**src/rtl/guess_game_ctrl_pkg.sv**
```systemverilog
// Shared types, hint encodings and digit helper for the guessing-game controller.
package guess_pkg;

    typedef enum logic [2:0] {
        IDLE      = 3'd0,
        GEN       = 3'd1,
        GUESS     = 3'd2,
        CHECK     = 3'd3,
        ROUND_WIN = 3'd4,
        GAME_WIN  = 3'd5,
        GAME_LOSE = 3'd6
    } game_state_t;

    localparam logic [1:0] HINT_LOWER  = 2'd0;
    localparam logic [1:0] HINT_HIGHER = 2'd1;
    localparam logic [1:0] HINT_NONE   = 2'd3;

    // Map a raw 4-bit random nibble onto a decimal digit 0..9.
    function automatic logic [3:0] bcd_fold(input logic [3:0] nibble);
        return (nibble > 4'd9) ? nibble - 4'd10 : nibble;
    endfunction

endpackage

```
**src/rtl/guess_game_ctrl_if.sv**
```systemverilog
// Button/digit inputs and display-facing outputs of the game controller.
interface guess_game_ctrl_if;

    logic       start_btn;
    logic       confirm_btn;
    logic [3:0] key0;
    logic [3:0] key1;
    logic [3:0] key2;
    logic [3:0] answer0;
    logic [3:0] answer1;
    logic [3:0] answer2;
    logic [1:0] max_digit;
    logic [1:0] hint;
    logic [2:0] round;
    logic [2:0] incorrect_guess;
    logic       game_over;
    logic       win;

    // Player side: buttons and keypad digits in, game status out.
    modport master (
        output start_btn, confirm_btn, key0, key1, key2,
        input  answer0, answer1, answer2, max_digit, hint, round,
               incorrect_guess, game_over, win
    );

    // Controller side.
    modport slave (
        input  start_btn, confirm_btn, key0, key1, key2,
        output answer0, answer1, answer2, max_digit, hint, round,
               incorrect_guess, game_over, win
    );

endinterface

```
**src/rtl/guess_game_ctrl_lfsr16.sv**
```systemverilog
// Free-running 16-bit Fibonacci LFSR (taps 16,14,13,11) used as the answer source.
module lfsr16 #(
    parameter logic [15:0] SEED = 16'hACE1
) (
    input  logic        clk,
    input  logic        reset,
    output logic [15:0] q
);

    // Shift every cycle; reload the nonzero seed on reset.
    always_ff @(posedge clk) begin
        if (reset) begin
            q <= SEED;
        end else begin
            q <= {q[14:0], q[15] ^ q[13] ^ q[12] ^ q[10]};
        end
    end

endmodule

```
**src/rtl/guess_game_ctrl.sv**
```systemverilog
// Game sequencer: answer generation, guess compare, hint, round and wrong-guess tracking.
module guess_game_ctrl
    import guess_pkg::*;
#(
    parameter int unsigned MAX_WRONG  = 5,
    parameter int unsigned NUM_ROUNDS = 3,
    parameter logic [15:0] LFSR_SEED  = 16'hACE1
) (
    input logic              clk,
    input logic              reset,
    guess_game_ctrl_if.slave bus
);

    localparam logic [2:0] MAX_WRONG_C  = 3'(MAX_WRONG);
    localparam logic [2:0] NUM_ROUNDS_C = 3'(NUM_ROUNDS);

    logic [15:0] lfsr;
    logic [3:0]  lfsr_unused;

    game_state_t state;
    logic        start_prev;
    logic        confirm_prev;
    logic        start_p;
    logic        confirm_p;
    logic [3:0]  guess0;
    logic [3:0]  guess1;
    logic [3:0]  guess2;
    logic [3:0]  answer0_q;
    logic [3:0]  answer1_q;
    logic [3:0]  answer2_q;
    logic [1:0]  max_digit_q;
    logic [1:0]  hint_q;
    logic [2:0]  round_q;
    logic [2:0]  incorrect_q;

    logic        key_invalid;
    logic        guess_gt;
    logic        guess_lt;
    logic [2:0]  incorrect_inc;
    logic [2:0]  round_inc;
    logic [1:0]  max_digit_inc;

    lfsr16 #(.SEED(LFSR_SEED)) u_lfsr (
        .clk   (clk),
        .reset (reset),
        .q     (lfsr)
    );

    // Only the low three nibbles feed the answer digits.
    assign lfsr_unused = lfsr[15:12];

    // Validity of active keypad digits, compare of masked BCD values, saturating increments.
    always_comb begin
        key_invalid = (bus.key0 > 4'd9);
        if ((max_digit_q >= 2'd2) && (bus.key1 > 4'd9)) key_invalid = 1'b1;
        if ((max_digit_q == 2'd3) && (bus.key2 > 4'd9)) key_invalid = 1'b1;
        // Concatenated valid BCD digits order the same as the decimal values (MSB digit first).
        guess_gt      = {guess2, guess1, guess0} > {answer2_q, answer1_q, answer0_q};
        guess_lt      = {guess2, guess1, guess0} < {answer2_q, answer1_q, answer0_q};
        incorrect_inc = incorrect_q + 3'd1;
        round_inc     = (round_q == 3'd7) ? 3'd7 : round_q + 3'd1;
        max_digit_inc = (max_digit_q == 2'd3) ? 2'd3 : max_digit_q + 2'd1;
    end

    // Button edge detection plus the game FSM; a start pulse restarts from any state.
    always_ff @(posedge clk) begin
        if (reset) begin
            state        <= IDLE;
            start_prev   <= 1'b0;
            confirm_prev <= 1'b0;
            start_p      <= 1'b0;
            confirm_p    <= 1'b0;
            guess0       <= '0;
            guess1       <= '0;
            guess2       <= '0;
            answer0_q    <= '0;
            answer1_q    <= '0;
            answer2_q    <= '0;
            max_digit_q  <= 2'd1;
            hint_q       <= HINT_NONE;
            round_q      <= '0;
            incorrect_q  <= '0;
        end else begin
            start_prev   <= bus.start_btn;
            confirm_prev <= bus.confirm_btn;
            start_p      <= bus.start_btn & ~start_prev;
            confirm_p    <= bus.confirm_btn & ~confirm_prev;

            if (start_p) begin
                round_q     <= '0;
                max_digit_q <= 2'd1;
                state       <= GEN;
            end else begin
                case (state)
                    GEN: begin
                        answer0_q   <= bcd_fold(lfsr[3:0]);
                        answer1_q   <= (max_digit_q >= 2'd2) ? bcd_fold(lfsr[7:4]) : 4'd0;
                        answer2_q   <= (max_digit_q == 2'd3) ? bcd_fold(lfsr[11:8]) : 4'd0;
                        incorrect_q <= '0;
                        hint_q      <= HINT_NONE;
                        state       <= GUESS;
                    end
                    GUESS: begin
                        if (confirm_p && !key_invalid) begin
                            guess0 <= bus.key0;
                            guess1 <= (max_digit_q >= 2'd2) ? bus.key1 : 4'd0;
                            guess2 <= (max_digit_q == 2'd3) ? bus.key2 : 4'd0;
                            state  <= CHECK;
                        end
                    end
                    CHECK: begin
                        if (guess_gt || guess_lt) begin
                            hint_q      <= guess_gt ? HINT_LOWER : HINT_HIGHER;
                            incorrect_q <= incorrect_inc;
                            state       <= (incorrect_inc == MAX_WRONG_C) ? GAME_LOSE : GUESS;
                        end else begin
                            hint_q <= HINT_NONE;
                            state  <= ROUND_WIN;
                        end
                    end
                    ROUND_WIN: begin
                        round_q     <= round_inc;
                        max_digit_q <= max_digit_inc;
                        state       <= (round_inc == NUM_ROUNDS_C) ? GAME_WIN : GEN;
                    end
                    default: begin
                        state <= state;
                    end
                endcase
            end
        end
    end

    assign bus.answer0         = answer0_q;
    assign bus.answer1         = answer1_q;
    assign bus.answer2         = answer2_q;
    assign bus.max_digit       = max_digit_q;
    assign bus.hint            = hint_q;
    assign bus.round           = round_q;
    assign bus.incorrect_guess = incorrect_q;
    assign bus.game_over       = (state == GAME_WIN) || (state == GAME_LOSE);
    assign bus.win             = (state == GAME_WIN);

endmodule

```
**src/flat_wrapper.sv**
```systemverilog
// flat-port wrapper written by rule: the top's interface ports become plain ports
module guess_game_ctrl_flat import guess_pkg::*;
#(
    parameter int unsigned MAX_WRONG  = 5,
    parameter int unsigned NUM_ROUNDS = 3,
    parameter logic [15:0] LFSR_SEED  = 16'hACE1
)
  (clk, reset, bus_start_btn, bus_confirm_btn, bus_key0, bus_key1, bus_key2, bus_answer0, bus_answer1, bus_answer2, bus_max_digit, bus_hint, bus_round, bus_incorrect_guess, bus_game_over, bus_win);
  guess_game_ctrl_if bus_i ();
  input logic clk;
  input logic reset;
  input wire logic [$bits(bus_i.start_btn)-1:0] bus_start_btn;
  input wire logic [$bits(bus_i.confirm_btn)-1:0] bus_confirm_btn;
  input wire logic [$bits(bus_i.key0)-1:0] bus_key0;
  input wire logic [$bits(bus_i.key1)-1:0] bus_key1;
  input wire logic [$bits(bus_i.key2)-1:0] bus_key2;
  output wire logic [$bits(bus_i.answer0)-1:0] bus_answer0;
  output wire logic [$bits(bus_i.answer1)-1:0] bus_answer1;
  output wire logic [$bits(bus_i.answer2)-1:0] bus_answer2;
  output wire logic [$bits(bus_i.max_digit)-1:0] bus_max_digit;
  output wire logic [$bits(bus_i.hint)-1:0] bus_hint;
  output wire logic [$bits(bus_i.round)-1:0] bus_round;
  output wire logic [$bits(bus_i.incorrect_guess)-1:0] bus_incorrect_guess;
  output wire logic [$bits(bus_i.game_over)-1:0] bus_game_over;
  output wire logic [$bits(bus_i.win)-1:0] bus_win;
  assign bus_i.start_btn = bus_start_btn;
  assign bus_i.confirm_btn = bus_confirm_btn;
  assign bus_i.key0 = bus_key0;
  assign bus_i.key1 = bus_key1;
  assign bus_i.key2 = bus_key2;
  assign bus_answer0 = bus_i.answer0;
  assign bus_answer1 = bus_i.answer1;
  assign bus_answer2 = bus_i.answer2;
  assign bus_max_digit = bus_i.max_digit;
  assign bus_hint = bus_i.hint;
  assign bus_round = bus_i.round;
  assign bus_incorrect_guess = bus_i.incorrect_guess;
  assign bus_game_over = bus_i.game_over;
  assign bus_win = bus_i.win;
  guess_game_ctrl #(.MAX_WRONG(MAX_WRONG), .NUM_ROUNDS(NUM_ROUNDS), .LFSR_SEED(LFSR_SEED)) u_core (.clk(clk), .reset(reset), .bus(bus_i));
endmodule
```
**config.mk**
```make
export PLATFORM = sky130hd
export DESIGN_NAME = guess_game_ctrl_flat
export DESIGN_NICKNAME = d
export VERILOG_FILES = /design/src/rtl/guess_game_ctrl_pkg.sv /design/src/rtl/guess_game_ctrl_if.sv /design/src/rtl/guess_game_ctrl_lfsr16.sv /design/src/rtl/guess_game_ctrl.sv /design/src/flat_wrapper.sv
export SDC_FILE = /design/constraint.sdc
export NUM_CORES = 1
export LEC_CHECK = 0
export BUFFER_PORTS_ARGS = -buffer_cell sky130_fd_sc_hd__buf_2
export CORE_UTILIZATION = 60
export CTS_CLUSTER_SIZE = 25
export DETAILED_ROUTE_END_ITERATION = 8
export PLACE_DENSITY = 0.84
export SLEW_MARGIN = 30
export SYNTH_ARGS = -nofsm -noshare
export SYNTH_HDL_FRONTEND = slang
export SYNTH_SLANG_ARGS = --single-unit
export TNS_END_PERCENT = 10
```
**constraint.sdc**
```tcl
create_clock -name clk -period 5.3 [get_ports clk]
set_clock_uncertainty 0.1 [all_clocks]
set_input_delay 0.53 -clock clk [delete_from_list [all_inputs] [get_ports clk]]
set_output_delay 0.53 -clock clk [all_outputs]
set_load 0.02 [all_outputs]
```
==> impl_metrics.tcl <==
set metrics [dict create \
    clk_path_buf_depth 2 \
    htree_levels 3 \
    std_cell_rows 23 \
    clk-insertion-delay-late_ps 340 \
    synth_top_area_cell "dfxtp_1" \
    crit_fanout 4 \
    overflow 0 \
    period_share_pct 40.7 \
    fp.dieW_um 67.8 \
    critical-path-slowest-cell "nor4_2" \
    ios 40 \
    dr_wl_met2_mm 2.49 \
    die_area_um2 4600 \
    path_delay_family "simple AND/OR/NAND/NOR gates" \
    slew_headroom_pct 48.4 \
    place_hpwl_mm 3.84 \
    num_vias 2184 \
    ant_nets 0 \
    async_reset_ff_share_pct 0 \
    synth_edf_count 0 \
    wl_mm 5.42 \
    tritoncts "built" \
    rsz0062_at_grt "false" \
    fin_nets 374 \
    yosysMostFrequentCell "dfxtp_1" \
    synth.area.top_cells "dfxtp_1 (44%), ha_1 (8.7%), a21oi_1 (6.7%)" \
    gp_congestion 0.803 \
    netlist-cell-type-count 45 \
    cts_root_buf "clkbuf_8" \
    slew_violations 0 \
    syn_avg_cell_area_um2 8.58 \
    antenna_found_initial 0 \
    via_per_inst 5.54 \
    hold_viol 0 \
    worst_ir_drop_vdd_mv 0.216 \
    p_per_area_nw_per_um2 311 \
    setup_viol 0 \
    clock_sinks 57 \
    hold_buffers 0 \
    run_status "finished clean" \
    cts_resized 0 \
    clkTransAtPathRegs_ps 60 \
    crit_type "reg2reg" \
    p_leak_nw 1.25 \
    hp-class "reg2reg" \
    cp_cell_sequence "inv_1 -> ha_1 -> nand4_1 -> nor4_2 -> nor2_1 -> a31oi_1 -> a21o_1 -> o21ai_1" \
    cp.arrival_ps 2290 \
    routedWlPerCell_um 13.7 \
    die_h_um 67.8 \
    ys_warn_count 0 \
    totalPowerFinal_uw 930 \
    syn_area_um2 2600 \
    numPortBuffers 39 \
    ys_seq_area_share_pct 43.9 \
    drt_iter0_markers 103 \
    cp.required_ps 5430 \
    synthTopCellsByCount "dfxtp_1 (57), nand2_1 (42), a21oi_1 (35)" \
    drt_first_pass_iters 5 \
    worst-slew-pin-transition_ps 774 \
    cp_num_buf_inv 1 \
    synth_top_area_share_pct 43.9 \
    cts_setup_buffers 0 \
    synthCells 303 \
    grt_pass1_vias 2002 \
    initial_core_util_pct 63.6 \
    placeableCoreArea_um2 4090 \
    wl_met1_mm 2.45 \
    numCtsBuffers 9 \
    track_usage_pct 26.5 \
    cap_violations 0 \
    syn_nets 337 \
    top_layer "met4" \
    drcViolationCount 0 \
    drive_gt1_share_pct 20.3 \
    diodes 0 \
    grt_max_degree 45 \
    wl_met3_um 421 \
    period_needed_ps 2150 \
    max_stage_delay_ps 390 \
    syn_to_final_growth_pct 15.2 \
    clock.fmax_ghz 0.464 \
    startpoint_type "register" \
    cp-end-kind "register" \
    grt_pass1_wl_mm 8.73 \
    synth-seq-cells 57 \
    synth_flop_cell "dfxtp_1" \
    setup_tns_ps 0 \
]
final timing paths:
check                                                endpoint                  start  depth (start not counted)  slack [ps]
worst max-delay path            u_core.bus.incorrect_guess[2]  u_core.bus.answer2[2]                          8        3150
worst min-delay path                           u_core.start_p      u_core.start_prev                          1         280
worst max register to register  u_core.bus.incorrect_guess[2]  u_core.bus.answer2[2]                          8        3150
worst min register to register                 u_core.start_p      u_core.start_prev                          1         280
power breakdown:
| part | switching, mW | leakage, nW | total (mW) | internal [mW] |
|---|---|---|---|---|
| registers | 0.0106 | 0.465 | 0.451 | 0.441 |
| clock network | 0.161 | 0.112 | 0.426 | 0.265 |
| logic | 0.0315 | 0.677 | 0.0533 | 0.0218 |
| total | 0.203 | 1.25 | 0.930 | 0.727 |
kinds of logic (layout without fill, tap and decap cells):
group                      count (synthesis)  count (layout)  synth area share (%)
DFF                                       57              57                  43.9
and+or+nand+nor                          116             116                  22.3
buffers and inverters                     38              79                  6.55
AOI/OAI and AO/OA                         70              70                  17.2
muxes                                      1               1                 0.385
xor gates and xnor gates                   3               3                  1.01
adders and majority gates                 18              18                  8.67
registers in the layout, indices dropped and copies added (netlist names), 4 cells and up:
register / cells
u_core.u_lfsr.q: 16
u_core.bus.answer0: 4
u_core.bus.answer1: 4
u_core.bus.answer2: 4
u_core.guess0: 4
u_core.guess1: 4
u_core.guess2: 4
final cells by class:
type	count	area, um2
clock buffer	13	179
clock inverter	2	35.0
fill	328	1090
inverter	25	93.8
multi-input combinational	208	1290
sequential	57	1140
tap	50	62.6
timing repair buffer	39	195
stage by stage:
stage / cells / hold slack [ps] / util, % / instance area [um2] / worst slack [ps]
floorplan: 303 / 267 / - / 2600 / 3250
global placement: 379 / 271 / 68.0 / 2780 / 3090
detailed placement: 379 / 278 / 68.0 / 2780 / 3020
CTS: 394 / 287 / 73.3 / 2990 / 3170
global route: 394 / 293 / 73.3 / 2990 / 3000
finish: 394 / 285 / 73.3 / 2990 / 3150
cell usage in the layout, fill, tap and decap left out, types with 10 or more instances in the layout:
master	synthesis	layout
a21oi_1	35	35
clkbuf_8	0	13
dfxtp_1	57	57
nor2_1	19	19
o21ai_0	10	10
inv_1	25	25
nor2b_1	11	11
nand3_1	17	17
nand2_1	42	42
ha_1	18	18
buf_2	4	39
routing by layer:
metal	track usage, %	vias to the layer above
li1	-	1107
met2	42.2	83
met4	10.4	0
met3	11.0	6
met1	31.7	988
met5	0	-
(Power assumes the default switching activity.)
